==> src/rtl/opti_sos_ctrl.sv <==
// Sequencing / configuration controller for a cascade of transposed-II SOS
// sections in Q2.22. Holds a shadow and an active coefficient bank with an
// atomic shadow->active commit, issues one sample at a time into the cascade,
// waits for the last stage (with a timeout watchdog) and returns the result.
//
// Handshakes: a transfer happens on a rising edge where valid && ready are both
// high; valid is held with stable data until that edge, and ready never depends
// combinationally on the same interface's valid (s_ready is a function of
// registered state only).
module opti_sos_ctrl #(
  parameter int NUM_STAGES = 4,
  parameter int ADDR_W     = 5,
  parameter int TIMEOUT    = 255
) (
  input  logic                      clk,
  input  logic                      rst_n,
  input  logic                      s_valid,
  input  logic [23:0]               s_data,
  output logic                      s_ready,
  output logic                      m_valid,
  output logic [23:0]               m_data,
  input  logic                      m_ready,
  input  logic                      cfg_we,
  input  logic [ADDR_W-1:0]         cfg_addr,
  input  logic [23:0]               cfg_wdata,
  input  logic                      cfg_commit,
  output logic                      commit_pend,
  output logic                      sos_valid_in,
  output logic [23:0]               sos_data_in,
  input  logic                      sos_valid_out,
  input  logic [23:0]               sos_data_out,
  output logic [24*NUM_STAGES-1:0]  coef_b0,
  output logic [24*NUM_STAGES-1:0]  coef_b1,
  output logic [24*NUM_STAGES-1:0]  coef_b2,
  output logic [24*NUM_STAGES-1:0]  coef_a1,
  output logic [24*NUM_STAGES-1:0]  coef_a2,
  output logic                      err_timeout,
  output logic                      err_cfg,
  input  logic                      err_clr,
  output logic [1:0]                dbg_state
);

  localparam int SW = ADDR_W - 3;
  localparam int CW = (TIMEOUT < 2) ? 1 : $clog2(TIMEOUT + 1);
  localparam logic [23:0] ONE_Q222 = 24'h400000;

  typedef enum logic [1:0] {
    IDLE  = 2'd0,
    ISSUE = 2'd1,
    WAIT  = 2'd2
  } state_t;

  state_t            state;
  state_t            state_nxt;
  logic [CW-1:0]     wait_cnt;
  logic [23:0]       sample;

  // Bank layout: [stage][idx], idx 0..4 = b0, b1, b2, a1, a2
  logic [23:0]       sh_bank  [NUM_STAGES][5];
  logic [23:0]       act_bank [NUM_STAGES][5];

  logic [SW-1:0]     wr_stage;
  logic [2:0]        wr_idx;
  logic              wr_ok;
  logic              do_copy;
  logic              accept;
  logic              wait_hit;
  logic              wait_expire;

  assign wr_stage    = cfg_addr[ADDR_W-1:3];
  assign wr_idx      = cfg_addr[2:0];
  assign wr_ok       = (int'(wr_stage) < NUM_STAGES) && (wr_idx <= 3'd4);
  assign wait_hit    = (state == WAIT) && sos_valid_out;
  assign wait_expire = (state == WAIT) && !sos_valid_out && (wait_cnt == CW'(TIMEOUT - 1));
  assign dbg_state   = state;
  assign sos_data_in = sample;

  // State register
  always_ff @(posedge clk) begin
    if (!rst_n) begin
      state <= IDLE;
    end else begin
      state <= state_nxt;
    end
  end

  // Next-state logic: a pending commit takes priority over a new sample in IDLE
  always_comb begin
    state_nxt = state;
    case (state)
      IDLE:    if (accept) state_nxt = ISSUE;
      ISSUE:   state_nxt = WAIT;
      WAIT:    if (wait_hit || wait_expire) state_nxt = IDLE;
      default: state_nxt = IDLE;
    endcase
  end

  // FSM outputs and derived strobes
  always_comb begin
    s_ready      = 1'b0;
    sos_valid_in = 1'b0;
    do_copy      = 1'b0;
    case (state)
      IDLE: begin
        s_ready = !commit_pend && !m_valid;
        do_copy = commit_pend;
      end
      ISSUE:   sos_valid_in = 1'b1;
      default: ;
    endcase
    accept = s_valid && s_ready;
  end

  // Sample latch, wait counter, result register, commit flag and sticky errors
  always_ff @(posedge clk) begin
    if (!rst_n) begin
      sample      <= '0;
      wait_cnt    <= '0;
      m_valid     <= 1'b0;
      m_data      <= '0;
      commit_pend <= 1'b0;
      err_timeout <= 1'b0;
      err_cfg     <= 1'b0;
    end else begin
      if (accept) sample <= s_data;

      if (state == ISSUE)     wait_cnt <= '0;
      else if (state == WAIT) wait_cnt <= wait_cnt + 1'b1;

      if (wait_hit) begin
        m_valid <= 1'b1;
        m_data  <= sos_data_out;
      end else if (m_valid && m_ready) begin
        m_valid <= 1'b0;
      end

      // A new request in the copy cycle keeps the flag set for another copy
      commit_pend <= cfg_commit || (commit_pend && !do_copy);

      // Setting an error beats clearing it in the same cycle
      if (wait_expire)  err_timeout <= 1'b1;
      else if (err_clr) err_timeout <= 1'b0;

      if (cfg_we && !wr_ok) err_cfg <= 1'b1;
      else if (err_clr)     err_cfg <= 1'b0;
    end
  end

  // Coefficient banks: copy reads the old shadow, so a same-cycle write only lands in shadow
  always_ff @(posedge clk) begin
    if (!rst_n) begin
      for (int k = 0; k < NUM_STAGES; k++) begin
        for (int i = 0; i < 5; i++) begin
          sh_bank[k][i]  <= (i == 0) ? ONE_Q222 : 24'h0;
          act_bank[k][i] <= (i == 0) ? ONE_Q222 : 24'h0;
        end
      end
    end else begin
      if (do_copy) act_bank <= sh_bank;
      if (cfg_we && wr_ok) sh_bank[wr_stage][wr_idx] <= cfg_wdata;
    end
  end

  for (genvar k = 0; k < NUM_STAGES; k++) begin : g_coef
    assign coef_b0[24*k +: 24] = act_bank[k][0];
    assign coef_b1[24*k +: 24] = act_bank[k][1];
    assign coef_b2[24*k +: 24] = act_bank[k][2];
    assign coef_a1[24*k +: 24] = act_bank[k][3];
    assign coef_a2[24*k +: 24] = act_bank[k][4];
  end

endmodule
==> config.mk <==
export PLATFORM = sky130hd
export DESIGN_NAME = opti_sos_ctrl
export DESIGN_NICKNAME = d
export VERILOG_FILES = /design/src/rtl/opti_sos_ctrl.sv
export SDC_FILE = /design/constraint.sdc
export NUM_CORES = 2
export LEC_CHECK = 0
export BUFFER_PORTS_ARGS = -buffer_cell sky130_fd_sc_hd__buf_2
export CORE_ASPECT_RATIO = 0.75
export CORE_MARGIN = 4
export CORE_UTILIZATION = 51
export CTS_CLUSTER_SIZE = 28
export DETAILED_ROUTE_END_ITERATION = 7
export PLACE_DENSITY_LB_ADDON = 0.15
export SETUP_SLACK_MARGIN = 0.5
export SLEW_MARGIN = 20
export SYNTH_ARGS = -nofsm -noshare
export SYNTH_HDL_FRONTEND = slang
export SYNTH_SLANG_ARGS = --single-unit
==> constraint.sdc <==
create_clock -name clk -period 1.7 [get_ports clk]
set_input_delay 0.34 -clock clk [delete_from_list [all_inputs] [get_ports clk]]
set_output_delay 0.34 -clock clk [all_outputs]
set_load 0.01 [all_outputs]
==> results.md <==
Final layout:
- From synthesis to final layout, the design area changed by 36.03%.
- The total number of nets in the final design is 5,366.
- The fraction of layout instances using a drive strength above 1 is 27.00%.

Routing:
- The aggregate routed wire length is 150.4 mm.
- The count of unresolved DRC violations after routing is 0.
- Across all layers, the routed design uses 37,690 vias.
- The first detailed-routing pass took 6 iterations.
- The routed via count divided by cell count is 5.893.
- In this run the remaining antenna-violating nets after routing total 0.
- The first routing iteration left 4,587 violations.
- In the final routed layout, each cell accounts on average for 23.51 um.

Yosys:
- Summing the areas of all fa, ha and maj instances in the mapped netlist gives 0.06299% of the synthesized area.
- The most used flip-flop cell after synthesis is dfxtp_1.
- After synthesis, the largest area contributor takes up 51.50% of total cell area.
- After synthesis, the largest family of logic cells by area is compound AO/OA/AOI/OAI gates.
- In the synthesized netlist, mux cells make up 0.6047% of the area.
- The synthesized design contains 0 enable-type register cells.
- The net count of the mapped netlist is 4,713.
- The synthesized netlist devotes 0.02205% of its cell area to XOR and XNOR gates.
- The basic-gate share of the synthesized area counting and, or, nand and nor cells is 17.17%.
- The count of cell types in the netlist is 45.
- In this run the cell area of the synthesized design comes to 0.03973 sq mm.
- Summing the areas of all compound-gate instances in the mapped netlist gives 24.86% of the synthesized area.
- Of all flip-flops after synthesis, the portion carrying an async set or reset was 0%.
- The sequential fraction of the synthesis area is 51.50%.
- During synthesis, Yosys emitted a total of 0 warnings.
- The synthesized instance count is 4,626.
- The cell accounting for the most synthesized area is dfxtp_1.
- By area the synthesized netlist is led by dfxtp_1, a21boi_0, nand2_1.
- The register bit total from synthesis is 1,022.
- The per-instance average area after synthesis is 8.588 sq um.

Job:
- The count of max-cap constraint violations is 0.

Min path:
- The class of the worst hold path is primary input to flip-flop.

STA:
- The final count of hold timing violations was 0.
- The post-route minimum period is 1907 ps.
- The worst slew margin relative to its limit is 59.34%.
- Setup repair after global routing could not meet its margin everywhere.
- The slew of the pin with the lowest slew margin is 609.9 ps.
- The post-route fraction of the period consumed by the critical path is 112.2%.
- The final-report max-slew violation count is 0.
- In the post-route analysis, the smallest setup slack over all paths is -207.3 ps.
- Timing would allow up to 524.3 MHz.
- The number of setup violations in the final report is 478.
- On the final layout, the worst hold slack is 24.77 ps.
- Clock skew on the completed layout was measured at 20.70 ps.

Power and ir drop:
- The worst-case IR drop observed on VDD is 799.8 uV.
- The internal power contribution is 0.04103 W.
- For this design the ratio of total power to cell area is 1008 mW/mm^2.
- The part of the total power dissipated in the clock network is 43.3%.
- Summed over all cells, the static leakage comes to 20.74 nW.
- In this run the power spent charging and discharging nets is 0.01343 W.
- The power after layout is 0.05447 W.
- The proportion of power drawn by combinational gates is 12.3%.
- The sequential fraction of design power is 44.4%.
- In this run switching power makes up 24.66% of total power.

Worst setup path:
- The nature of the critical path endpoint is an output pin.
- The kind of critical path is flip-flop to output pin.
- Among all stages on the critical path, the largest delay is contributed by dfxtp_2.
- The signal on the critical path passes through buf_6, nor4_4, buf_2.
- The critical path startpoint category is a flip-flop.
- On the worst path, the slowest cell contributes a delay of 330 ps.
- The critical path contains buffers and inverters numbering 2 combined.
- The critical path data arrival time is 1570 ps.
- The highest net fanout along the worst path is 2.
- The critical path required time is 1360 ps.
- The cell family contributing the most delay on the critical path is flip-flops.

Clocking:
- The CTS tree is yes.
- Counting the buffers created by CTS gives 97.
- The maximum clock path buffer count is 3.
- The post-CTS clock slew at the launch and capture registers of the worst setup and hold paths is 60 ps.
- The total number of clock tree sinks is 1,022.
- The cell sitting at the root of the clock tree is a clkbuf_16.
- The clock tree synthesis step divided the H-tree into 3 levels.
- The clock latency reported for the late side of the worst-skew pair is 670 ps.

GRT:
- The number of global-route vias before repair is 35,370.
- The global-route wire length before repair is 221.7 mm.
- Summed over all layers, the global routing overflow is 0.
- The largest net degree at the start of global routing is 125.
- The initial antenna violation count is 4.
- The all-layer global routing usage is 34.60%.

Die:
- The area of the die is 0.08247 sq mm.
- The number of cell rows is 88.
- The chip width is 330.3 um.
- During I/O placement, the number of pins put on the boundary was 621.
- In this run the standard cell core region covers 0.07707 sq mm.
- The initial cell density of the core is 51.55%.
- In this run the vertical extent of the chip is 249.7 um.

Placement:
- The post-detailed-placement half-perimeter wirelength is 83.17 mm.
- The count of input and output buffers is 620.
- At the end of routability-driven placement, the weighted congestion stood at 0.8044.

Outcome:
- The flow ran to the end, but the final reports show violations.
- The checks that failed: negative setup slack.
==> worst paths after layout <==
path	from	endpoint	slack, ps	depth (start not counted)
max reg2reg	dbg_state[1]$_SDFFE_PN0P_	coef_a2[27]$_SDFFE_PN0P_	-190	8
max	commit_pend$_SDFF_PN0_	s_ready	-210	3
min	rst_n	sh_bank[230]$_SDFFE_PN0P_	20	2
min reg2reg	sh_bank[330]$_SDFFE_PN0P_	coef_b1[42]$_SDFFE_PN0P_	440	2
==> power by group through the flow <==
stage	registers, W	logic, W	clock network (W)
after detailed placement	0.0248	0.00396	0
after global placement	0.0248	0.00396	0
final	0.0242	0.00670	0.0236
after CTS	0.0242	0.00640	0.0236
after floorplan	0.0248	0.00236	0
after global routing	0.0242	0.00689	0.0247
==> flip-flops by register name (all words and copies together), names as in the netlist <==
name         count
m_valid          1
coef_a1         96
sh_bank        480
coef_a2         96
err_timeout      1
wait_cnt         8
commit_pend      1
coef_b1         96
err_cfg          1
sos_data_in     24
dbg_state        2
m_data          24
coef_b0         96
coef_b2         96
==> timing repair <==
action | in CTS | in global routing
gates cloned | 77 | 3
hold endpoints to repair | 53 | 0
resized for setup | 637 | 116
hold buffers | 50 | 0
setup endpoints to repair | 1073 | 1077
pin swaps | 169 | 13
setup buffers | 89 | 11
==> cells in the final DEF (no fill, tap or decap), drive strengths merged, types with 2 or more instances in the layout <==
cell         count
nand2         1060
clkinvlp         4
diode            2
ha               2
inv              7
o21a             2
bufbuf           8
a21boi         979
dlygate4sd3     50
and2             2
nand3          490
a21oi            9
nand4b           3
mux2i           24
o21ai          484
bufinv          13
nor4b            2
and4bb           3
or4              2
or3              2
clkinv          20
nand4bb          3
nand3b           3
nand2b           8
o31ai            3
buf            987
nor3b            5
dfxtp         1022
nor2b            6
or3b             2
or2              2
clkbuf         142
==> cells by family (layout without fill, tap and decap cells) <==
logic type | Yosys count | after routing
buf+inv | 499 | 1231
mux | 24 | 24
xor+xnor | 1 | 1
simple gates | 1598 | 1599
fa+ha+maj | 2 | 2
flops | 1022 | 1022
other cells | 0 | 2
compound gates | 1480 | 1480
==> metal layers <==
| layer | track usage, % | vias up | part of all wire (%) |
|---|---|---|---|
| met3 | 7.132 | 338 | 10 |
| met1 | 46.86 | 18340 | 40 |
| met5 | 0 | - | 0.014 |
| met2 | 54.55 | 1966 | 46 |
| met4 | 13.01 | 4 | 3.9 |
| li1 | - | 17050 | - |
==> Yosys cell counts, types with 2 or more instances <==
| cell | number |
|---|---|
| o21ai_1 | 3 |
| nand4bb_1 | 3 |
| nor3b_1 | 4 |
| buf_6 | 23 |
| nand3_1 | 490 |
| nand4b_1 | 3 |
| o31ai_1 | 3 |
| o21a_1 | 2 |
| or4_1 | 2 |
| and2_1 | 2 |
| a21boi_1 | 269 |
| nand3b_1 | 3 |
| and4bb_2 | 3 |
| buf_2 | 133 |
| buf_4 | 22 |
| a21boi_0 | 710 |
| nand2b_1 | 8 |
| mux2i_1 | 24 |
| clkbuf_1 | 301 |
| a21oi_1 | 9 |
| dfxtp_1 | 1022 |
| nor2b_1 | 6 |
| clkbuf_2 | 2 |
| ha_1 | 2 |
| o21ai_0 | 481 |
| nand2_1 | 1060 |
| or3_1 | 2 |
| buf_1 | 14 |
| inv_1 | 4 |
==> through the flow <==
| step | instance area [sq um] | setup TNS (ps) | util (%) | setup slack, ps | std cells |
|---|---|---|---|---|---|
| after global routing | 54040 | -56190 | 70.11 | -266.7 | 6394 |
| after floorplan | 40540 | 0 | - | 154.0 | 4626 |
| after global placement | 44850 | -321.9 | 58.20 | -22.81 | 5985 |
| after CTS | 53620 | -21380 | 69.57 | -211.4 | 6380 |
| after detailed placement | 44850 | -338.7 | 58.20 | -67.18 | 5985 |
| final | 54040 | -32600 | 70.12 | -207.3 | 6396 |
==> final cells by class <==
cell class	instances	area [sq um]
repair buffers	1048	10640
diodes	2	5.005
clock buffers	139	2878
clock inverters	40	588.1
multi-input cells	3106	17940
flip-flops and latches	1022	20690
fillers	5819	23030
inverters	4	17.52
well taps	1035	1295
No activity file was read; power rests on OpenSTA's default activity.
